===== src/rtl/counter_sequencer.sv =====
// rtl/counter_sequencer.sv - round-robin command sequencer driving one mod-10 up/down counter
// Optional macro CNT_CHECK_EN adds err/err_id and a reference count model.
module counter_sequencer #(
   parameter int LEN_W = 4,
   parameter int CNT_W = 4
) (
   input  logic             Clk,
   input  logic             Rst,
   input  logic             req0_valid,
   output logic             req0_ready,
   input  logic             req0_mode,
   input  logic             req0_step,
   input  logic             req0_clr,
   input  logic [LEN_W-1:0] req0_len,
   input  logic             req1_valid,
   output logic             req1_ready,
   input  logic             req1_mode,
   input  logic             req1_step,
   input  logic             req1_clr,
   input  logic [LEN_W-1:0] req1_len,
   output logic             Mode,
   output logic             Step,
   output logic             En,
   output logic             CntRst,
   input  logic [CNT_W-1:0] Cnt,
   output logic             done,
   output logic             done_id,
   output logic [CNT_W-1:0] done_cnt,
   output logic             wrap,
`ifdef CNT_CHECK_EN
   output logic             err,
   output logic             err_id,
`endif
   output logic             busy
);

   typedef enum logic [2:0] {
      S_IDLE,
      S_SETUP,
      S_RUN,
      S_SETTLE,
      S_DONE
   } state_t;

   state_t           r_state;
   logic             r_last_grant;
   logic             r_clr;
   logic [LEN_W-1:0] r_len;
   logic [LEN_W-1:0] r_rem;
   logic             r_id;
   logic [CNT_W-1:0] r_prev;

   logic             w_gnt_vld;
   logic             w_gnt_id;
   logic             w_acc;
   logic             w_mode;
   logic             w_step;
   logic             w_clr;
   logic [LEN_W-1:0] w_len;
   logic             w_wrap_hit;

   // With both requesters valid, the one not granted last time wins.
   always_comb begin
      w_gnt_vld = req0_valid | req1_valid;
      if (req0_valid && req1_valid) w_gnt_id = ~r_last_grant;
      else                          w_gnt_id = req1_valid;
   end

   assign w_acc      = (r_state == S_IDLE) && w_gnt_vld;
   assign req0_ready = w_acc && !w_gnt_id;
   assign req1_ready = w_acc &&  w_gnt_id;

   assign w_mode = w_gnt_id ? req1_mode : req0_mode;
   assign w_step = w_gnt_id ? req1_step : req0_step;
   assign w_clr  = w_gnt_id ? req1_clr  : req0_clr;
   assign w_len  = w_gnt_id ? req1_len  : req0_len;

   assign w_wrap_hit = (Mode && (Cnt < r_prev)) || (!Mode && (Cnt > r_prev));

`ifdef CNT_CHECK_EN
   logic [CNT_W-1:0] r_exp;

   function automatic logic [CNT_W-1:0] f_next(input logic [CNT_W-1:0] v,
                                               input logic up, input logic s3);
      int iv;
      int d;
      iv = int'(v);
      d  = s3 ? 3 : 1;
      if (up) iv = (iv + d >= 10) ? iv + d - 10 : iv + d;
      else    iv = (iv >= d) ? iv - d : iv + 10 - d;
      return CNT_W'(iv);
   endfunction
`endif

   always_ff @(posedge Clk or negedge Rst) begin
      if (!Rst) begin
         r_state      <= S_IDLE;
         r_last_grant <= 1'b1;
         r_clr        <= 1'b0;
         r_len        <= '0;
         r_rem        <= '0;
         r_id         <= 1'b0;
         r_prev       <= '0;
         Mode         <= 1'b0;
         Step         <= 1'b0;
         En           <= 1'b0;
         CntRst       <= 1'b0;
         done         <= 1'b0;
         done_id      <= 1'b0;
         done_cnt     <= '0;
         wrap         <= 1'b0;
         busy         <= 1'b0;
`ifdef CNT_CHECK_EN
         r_exp        <= '0;
         err          <= 1'b0;
         err_id       <= 1'b0;
`endif
      end else begin
         case (r_state)
            S_IDLE: begin
               if (w_acc) begin
                  r_state      <= S_SETUP;
                  busy         <= 1'b1;
                  Mode         <= w_mode;
                  Step         <= w_step;
                  CntRst       <= w_clr;
                  r_clr        <= w_clr;
                  r_len        <= w_len;
                  r_id         <= w_gnt_id;
                  r_last_grant <= w_gnt_id;
               end
            end
            S_SETUP: begin
               CntRst <= 1'b0;
               wrap   <= 1'b0;
               r_prev <= Cnt;
               r_rem  <= r_len;
`ifdef CNT_CHECK_EN
               r_exp  <= r_clr ? '0 : Cnt;
`endif
               if (!r_clr && (r_len != '0)) begin
                  En      <= 1'b1;
                  r_state <= S_RUN;
               end else begin
                  r_state <= S_SETTLE;
               end
            end
            S_RUN: begin
               if (w_wrap_hit) wrap <= 1'b1;
               r_prev <= Cnt;
`ifdef CNT_CHECK_EN
               r_exp  <= f_next(r_exp, Mode, Step);
`endif
               if (r_rem == LEN_W'(1)) begin
                  En      <= 1'b0;
                  r_state <= S_SETTLE;
               end else begin
                  r_rem <= r_rem - LEN_W'(1);
               end
            end
            S_SETTLE: begin
               if (w_wrap_hit) wrap <= 1'b1;
               r_prev   <= Cnt;
               done     <= 1'b1;
               done_id  <= r_id;
               done_cnt <= Cnt;
               r_state  <= S_DONE;
`ifdef CNT_CHECK_EN
               // Only the first mismatching command is blamed.
               if ((Cnt != r_exp) && !err) begin
                  err    <= 1'b1;
                  err_id <= r_id;
               end
`endif
            end
            S_DONE: begin
               done    <= 1'b0;
               busy    <= 1'b0;
               r_state <= S_IDLE;
            end
            default: r_state <= S_IDLE;
         endcase
      end
   end

endmodule

===== config.mk =====
export PLATFORM = sky130hd
export DESIGN_NAME = counter_sequencer
export DESIGN_NICKNAME = d
export VERILOG_FILES = /design/src/rtl/counter_sequencer.sv
export SDC_FILE = /design/constraint.sdc
export NUM_CORES = 1
export LEC_CHECK = 0
export CORE_ASPECT_RATIO = 1.1
export CORE_UTILIZATION = 45
export DETAILED_ROUTE_END_ITERATION = 8
export PLACE_DENSITY_LB_ADDON = 0.1
export SETUP_SLACK_MARGIN = 0.4
export SYNTH_ARGS = -nofsm -noshare
export SYNTH_HDL_FRONTEND = slang
export SYNTH_SLANG_ARGS = --single-unit

===== constraint.sdc =====
create_clock -name Clk -period 4.15 [get_ports Clk]
set_input_delay 0.83 -clock Clk [delete_from_list [all_inputs] [get_ports Clk]]
set_output_delay 0.83 -clock Clk [all_outputs]
set_load 0.01 [all_outputs]

# --- After elaboration in Yosys (flattened, before gate mapping) ---
# Index checks and enable logic that the tools add are counted.
classes:
  reduce_logical: 27
  add_sub_neg: 1
  n_eq_ne: 10
  magnitude_cmp: 2
  n_bitwise: 2
  mux: 21
ops:
  columns: ["op", "n"]
  rows:
  - ["case mux 3 bit (4 select lines)", 1]
  - ["AND reduction 2 bit", 6]
  - ["2-to-1 mux 1 bit", 10]
  - ["case mux 1 bit (2 select lines)", 5]
  - ["nonzero test 2 bit", 5]
  - ["2-to-1 mux 4 bit", 2]
  - ["inequality test 2 bit (second input constant)", 4]
  - ["case mux 4 bit (2 select lines)", 1]
  - ["logical AND 1 bit", 7]
  - ["== test 3 x 2 -> 1 bit (second input constant)", 2]
  - ["2-to-1 mux 3 bit", 2]
  - ["== test 4 x 1 -> 1 bit (second input constant)", 1]
  - ["> comparator 4 bit", 1]
  - ["less-than comparator 4 bit", 1]
  - ["nonzero test 4 bit", 1]
  - ["subtractor 4 x 1 -> 4 bit (second input constant)", 1]
  - ["== test 3 x 1 -> 1 bit (second input constant)", 1]
  - ["== test 3 bit (second input constant)", 1]
  - ["zero test 1 bit", 3]
  - ["zero test 3 bit", 1]
  - ["AND reduction 3 bit", 1]
  - ["OR reduction 3 bit", 1]
  - ["inequality test 2 x 1 -> 1 bit (second input constant)", 1]
  - ["OR reduction 2 bit", 1]
  - ["other kinds (3)", 3]
totals:
  in_bits: 22
  reg_bits: 30
  elab_cells: 79
  output_inout_bits: 14

# --- Longest topological paths before layout ---
# Gate-level depths: netlist of the first run.
logic_depth:
  ltp_word: 5
  depth_mapped: 6
  mapped_depth_nobuf: 6

# --- Worst setup path after synthesis of the first run ---
# No wires, ideal clock.
synth_path:
  path_type: "input to output"
  start: "input port req0_valid"
  end: "output port req1_ready"
  required_ns: 3.320
  path_stages: 3
  path_buffers: 1
  t_arrival_ns: 1.182
  slack_ns: 2.138
  path_cell_list: "nand2_1 and3_1 buf_2"
synth_between:
  elab_chain_cells: 3
  word_cells_on_any_way: 5
  classes_between: "mux (1); bitwise (1); reduce/logical (3)"
synth_lines:
  columns: ["item", "line_no", "rtl"]
  rows:
  - ["start, declared", "9", "input logic req0_valid,"]
  - ["OR 1 bit / logical AND 1 bit (equally long branches)", "64, 65", null]
  - ["logical AND 1 bit / 2-to-1 mux 1 bit (equally long branches)", "69, 65", null]
  - ["logical AND 1 bit *", "71", "assign req1_ready = w_acc && w_gnt_id;"]
  - ["end, declared", "16", "output logic req1_ready,"]
# Mark *: on every way between the ends. The rest lies on a longest branch, timed or not.

# --- Worst setup path after layout of the first run ---
layout_path:
  start: "input port req1_valid"
  end: "output port req1_ready"
layout_between:
  elab_chain_cells: 3
  word_cells_on_any_way: 5
  classes_between: "mux (1); bitwise (1); reduce/logical (3)"
layout_lines:
  columns: ["item", "line_no", "rtl"]
  rows:
  - ["start, declared", "15", "input logic req1_valid,"]
  - ["OR 1 bit / logical AND 1 bit (equally long branches)", "64, 65", null]
  - ["logical AND 1 bit / 2-to-1 mux 1 bit (equally long branches)", "69, 65", null]
  - ["logical AND 1 bit *", "71", null]
# Marks and branches as above.

==> results.txt, run 1 <==
Outcome: completed
Final setup viols: 0
Post-CTS Setup Repair Bufs: 0
Fin crit period: 3.13 ns
Fin crit share: 0.754
Initial Util: 0.474
Critical path endpoint category: primary output
Adder-cell share of the synthesized area: 0.0520
Clk slew on worst S/H paths: 0.09 ns
Synth async-reset ratio: 1.00
Hold path depth: 2
Levels on crit path: 3
Critical-path cell with the highest stage delay: clkdlybuf4s50_1
P&R area growth vs syn: 29.5%
DRC: 0
Synth Area in Compound Gates: 0.171
Setup skew after layout: 0.00801 ns
GPL Wtd Cong: 0.835
GRT busiest layer: met2
M1 GR Usage: 0.239
Commonest non-fill, non-tap cell in the layout: clkdlybuf4s50_1
DP Worst Slack: 1.03 ns
Post-synthesis mux area share: 0.0468
Vias in the first global route: 1154
Design Area, Final: 1870 um^2
Setup Crit Path Kind: input port to primary output
Clk_lat worst skew: 0.33 ns
Crit Reg-Reg Startpoint: r_state[2]
Post-synth EDFFs: 0
Initial antenna violation count: 0
Wire per inst: 14.7 um
Leakage: 0.865 nW
Worst path top cell family by delay: buffers and inverters
Max-slew headroom: 0.701
Worst Path Arrival: 2.30 ns
Synth Area in XOR/XNOR: 0
Die Area: 3440 um^2
Peak VDD IR: 0.000413 V
Unrepaired setup endpoints after global routing: no
CTS tree: built
DR pass1 iterations: 4
Syn_nets: 168
Post-synthesis cell count: 140
Met2 GRT Util: 0.328
Setup TNS: 0 ns
Clock Sink Count: 30
Htree depth: 2
GRT met3 Usage: 0.0693
Max FO, Critical Path: 10
Area after DPL: 1810 um^2
Antenna Nets Post-Route: 0
Hold_buf cts: 0
Drt first-iter violations: 52
Max Clock Freq: 320 MHz
Largest net degree at the start of global routing: 31
GR Overflow Total: 0
Fillers: 267
Main combinational cell family by area after synthesis: compound AO/OA/AOI/OAI gates
Worst Path Buf+Inv: 2
Hold Fails Final Rpt: 0
Final wirelength: 3110 um
Post-synthesis cell area: 1440 um^2
Most common cell on crit path: clkdlybuf4s50_1
Reg2Reg Depth: 4
Clock buffer count from CTS: 5
Clk buf depth: 2
Sequential-to-total area share from yosys stat: 0.521
Share of cells above drive strength 1: 0.0955
Slowest cell delay on critical path: 0.61 ns
Placed wire-length estimate: 2260 um
First-pass GRT wire length: 5090 um
Crit path launch: req1_valid
Vias: 1175
Synth cell types: 36
Worst setup margin: 1.02 ns
Reg2reg setup slack: 2.39 ns
Post-CTS Resized: 0
Cells along the critical path: clkdlybuf4s50_1, and3_1, clkdlybuf4s50_1
Final slew viol count: 0
Worst EP required: 3.32 ns
Die W: 56.0 um
Min-delay worst type: flip-flop to flip-flop
Core box area: 3050 um^2
Measured slew at the worst slew-check pin: 0.447 ns
Power Dens Cells: 745 nW/um^2
Global Route Usage Sum: 0.197
YS warnings: 0
Avg Cell Area, Syn: 10.3 um^2
Number of port buffers: 35
Row Count: 21
Most frequent cells in the layout: 35 x clkdlybuf4s50_1, 29 x dfrtp_1, 15 x nand2_1, 14 x inv_1, 9 x o21ai_0
Hold Crit Start: r_clr
Vias per cell: 5.54
Dominant synthesized flop cell: dfrtp_1
Number of diodes: 0
Max-capacitance violation count: 0
Startpoint types: input port
Tot Pwr: 1.39 mW
NumNets Final: 205
Simple-Gate Fraction of Synth Area: 0.149
Root Buffer: clkbuf_4
FF+latch count, synth: 30
Die Span Y: 61.4 um
Boundary Pins: 36
## cell usage after synthesis (2+ instances only)
cell	count	share of area
nand2_1	15	0.039
buf_2	4	0.014
nand2b_1	4	0.017
o21ai_0	9	0.031
a22oi_1	2	0.010
nor3_1	4	0.014
buf_4	2	0.010
nand3_1	2	0.0069
nor2_1	4	0.010
a222oi_1	6	0.042
and3_1	2	0.0087
a21o_1	2	0.010
nor2b_1	3	0.013
mux2_2	6	0.047
dfrtp_1	29	0.50
ha_1	6	0.052
inv_1	14	0.036
a21oi_1	8	0.028
## flip-flops by register name, indices dropped and copies added (netlist names)
| signal | count |
|---|---|
| r_id | 1 |
| Step | 1 |
| CntRst | 1 |
| r_last_grant | 1 |
| En | 1 |
| busy | 1 |
| Mode | 1 |
| wrap | 1 |
| r_prev | 4 |
| done | 1 |
| r_state | 3 |
| r_rem | 4 |
| done_id | 1 |
| r_clr | 1 |
| done_cnt | 4 |
| r_len | 4 |
## worst reg2reg max path, stage by stage, from the launching register on
cell,delay (ns)
dfrtp_1,0.53
nor3_1,0.39
nand2_1,0.30
a222oi_1,0.35
inv_1,0.08
## layer usage
layer | vias to the layer above | routed length, um | part of all wire
li1 | 575 | - | -
met1 | 563 | 1460 | 0.47
met2 | 32 | 1440 | 0.46
met3 | 5 | 163 | 0.052
met4 | 0 | 46 | 0.015
met5 | - | 0 | 0
## power by group
group	total [mW]	switching, mW	internal, mW
Clock	0.183	0.101	0.0820
Sequential	0.564	0.125	0.439
Combinational	0.645	0.314	0.331
Total	1.39	0.541	0.852
## final timing paths
kind,to
max,req1_ready
min,r_clr
max reg2reg,Step
min reg2reg,r_clr
max in group asynchronous,r_last_grant
min in group asynchronous,busy
## stage by stage
stage | hold WS, ns | cells | utilization
after CTS | 0.481 | 212 | 0.613
after floorplan | 0.438 | 140 | -
after global placement | 0.455 | 204 | 0.594
final | 0.474 | 212 | 0.613
after global routing | 0.509 | 212 | 0.613
after detailed placement | 0.460 | 204 | 0.594
## kinds of logic after synthesis
logic type | Yosys count
AOI/OAI and AO/OA | 36
adders and majority gates | 6
buffers and inverters | 20
DFF | 30
muxes | 6
and+or+nand+nor | 42
## area by class of cell
cell class,instances,area (um^2),share of cell area
clock buffers,7,55.1,0.0295
clock inverters,1,5.00,0.00268
inverters,14,52.6,0.0281
multi-input cells,90,604,0.323
flip-flops and latches,30,752,0.402
well taps,34,42.5,0.0228
repair buffers,36,358,0.191
Power figures use the tool's default switching activity.
==> run 2: changes to the inputs <==
==> constraint.sdc (replaced) <==
create_clock -name Clk -period 3.1 [get_ports Clk]
set_input_delay 0.62 -clock Clk [delete_from_list [all_inputs] [get_ports Clk]]
set_output_delay 0.62 -clock Clk [all_outputs]
set_load 0.01 [all_outputs]
==> results.txt, run 2 (synthesis results as in run 1) <==
Outcome: completed
Vias per cell: 5.52 (-0.34%)
Vias in the first global route: 1018 (-12%)
NumNets Final: 205 (unchanged)
DR pass1 iterations: 5 (+1)
Root Buffer: clkbuf_4
Hold_buf cts: 0 (unchanged)
First-pass GRT wire length: 4750 um (-6.6%)
Worst Path Arrival: 1.99 ns (-0.31 ns)
Most common cell on crit path: clkdlybuf4s50_1
Cells along the critical path: clkdlybuf4s50_1, nand2b_1, and3_2, clkdlybuf4s50_1
Die Area: 3440 um^2 (unchanged)
CTS tree: built
Fin crit period: 2.61 ns
Hold Fails Final Rpt: 0 (unchanged)
Critical path endpoint category: primary output
Power Dens Cells: 992 nW/um^2 (+33%)
Number of port buffers: 35 (unchanged)
Clk slew on worst S/H paths: 0.09 ns (about the same)
Final setup viols: 0 (unchanged)
Setup skew after layout: 0.00814 ns (+0.000134 ns)
Share of cells above drive strength 1: 0.118 (+0.0225)
Die Span Y: 61.4 um (unchanged)
GR Overflow Total: 0 (unchanged)
Final Non-Filler Cells: 212 (unchanged)
Clock buffer count from CTS: 5 (unchanged)
Max-slew headroom: 0.719 (+0.0187)
Fin crit share: 0.841
Max-capacitance violation count: 0 (unchanged)
Unrepaired setup endpoints after global routing: no
Leakage: 0.864 nW (-0.11%)
Critical-path cell with the highest stage delay: clkdlybuf4s50_1
GPL Wtd Cong: 0.828 (-0.78%)
Die W: 56.0 um (unchanged)
Seq. cell area: 753 um^2 (+0.17%)
Measured slew at the worst slew-check pin: 0.417 ns (-0.0302 ns)
Initial Util: 0.474 (unchanged)
Fillers: 278 (+4.1%)
Startpoint types: input port
Boundary Pins: 36 (unchanged)
Min-delay worst type: flip-flop to flip-flop
Core box area: 3050 um^2 (unchanged)
Most frequent cells in the layout: 35 x clkdlybuf4s50_1, 28 x dfrtp_1, 15 x nand2_1, 14 x inv_1, 9 x o21ai_0
Clock Sink Count: 30 (unchanged)
Max Clock Freq: 384 MHz
Row Count: 21 (unchanged)
Worst EP required: 2.48 ns (-0.84 ns)
Peak VDD IR: 0.000514 V (+24%)
Commonest non-fill, non-tap cell in the layout: clkdlybuf4s50_1
Min Hold Slack: 0.471 ns (-0.00314 ns)
Number of diodes: 0 (unchanged)
Wire per inst: 13.9 um (-5.5%)
Clk_lat worst skew: 0.33 ns (about the same)
Antenna Nets Post-Route: 0 (unchanged)
Htree depth: 2 (unchanged)
Area of the multi-input gates: 622 um^2 (+2.9%)
Final slew viol count: 0 (unchanged)
Max FO, Critical Path: 8 (-2)
Placed wire-length estimate: 2190 um (-3.1%)
Largest net degree at the start of global routing: 31 (unchanged)
Slowest cell delay on critical path: 0.57 ns (-0.04 ns)
Area after DPL: 1810 um^2 (unchanged)
Vias: 1171 (-0.34%)
Final wirelength: 2940 um (-5.5%)
Setup TNS: 0 ns (unchanged)
Drt first-iter violations: 55 (+5.8%)
Clk buf depth: 2 (unchanged)
Setup Crit Path Kind: input port to primary output
P&R area growth vs syn: 30.8%
Global Route Usage Sum: 0.186 (-0.0115)
Tot Pwr: 1.87 mW (+35%)
DRC: 0 (unchanged)
Placed cells: 204 (unchanged)
Design Area, Final: 1890 um^2 (+1.0%)
Initial antenna violation count: 0 (unchanged)
-- run 2: cell counts in the layout (fill, tap and decap cells not counted) --
No cell type changed its count.
-- run 2: cell type report --
cell class | count | share of cell area
flip-flops and latches | 30 | 0.399
multi-input cells | 90 | 0.329
repair buffers | 36 | 0.190
clock buffers | 7 | 0.0292
inverters | 14 | 0.0278
well taps | 34 | 0.0225
clock inverters | 1 | 0.00265
-- run 2: metrics by stage --
step / utilization / setup WS (ns)
4_1_cts: 0.616 / 0.431
3_5_place_dp: 0.594 / 0.406
5_1_grt: 0.619 / 0.406
6_report: 0.619 / 0.494
2_1_floorplan: - / 1.50
3_3_place_gp: 0.594 / 0.440
-- run 2: worst paths after layout --
path                       startpoint      endpoint  slack, ns  cells past startpoint
max reg2reg                r_state[1]      r_rem[1]       1.48                      4
max in group asynchronous         Rst  r_last_grant       2.12                      2
min in group asynchronous         Rst          busy       0.66                      2
min reg2reg                     r_clr         r_clr       0.47                      2
max                        req1_valid    req0_ready       0.49                      4
min                             r_clr         r_clr       0.47                      2
-- run 2: repair_timing --
action	4_1_cts	5_1_grt
setup endpoints to repair	2	2
setup buffers	0	0
gates resized for setup	3	3
-- run 2: power by group --
| group | switching (mW) | leakage, nW | total [mW] | internal (mW) |
|---|---|---|---|---|
| Sequential | 0.174 | 0.358 | 0.763 | 0.589 |
| Clock | 0.130 | 0.0353 | 0.240 | 0.110 |
| Combinational | 0.416 | 0.471 | 0.871 | 0.455 |
| Total | 0.720 | 0.864 | 1.87 | 1.15 |
-- run 2: metal layers --
| metal | global-route usage | up-vias | share of wire |
|---|---|---|---|
| li1 | - | 576 | - |
| met1 | 0.241 | 559 | 0.48 |
| met2 | 0.286 | 31 | 0.45 |
| met3 | 0.0693 | 5 | 0.055 |
| met4 | 0.0732 | 0 | 0.017 |
| met5 | 0 | - | 0 |
-- run 2: worst max-delay path: cells and delay by family --
family        cells  cell delay (ns)
simple gates      2             0.35
buf+inv           2             1.02
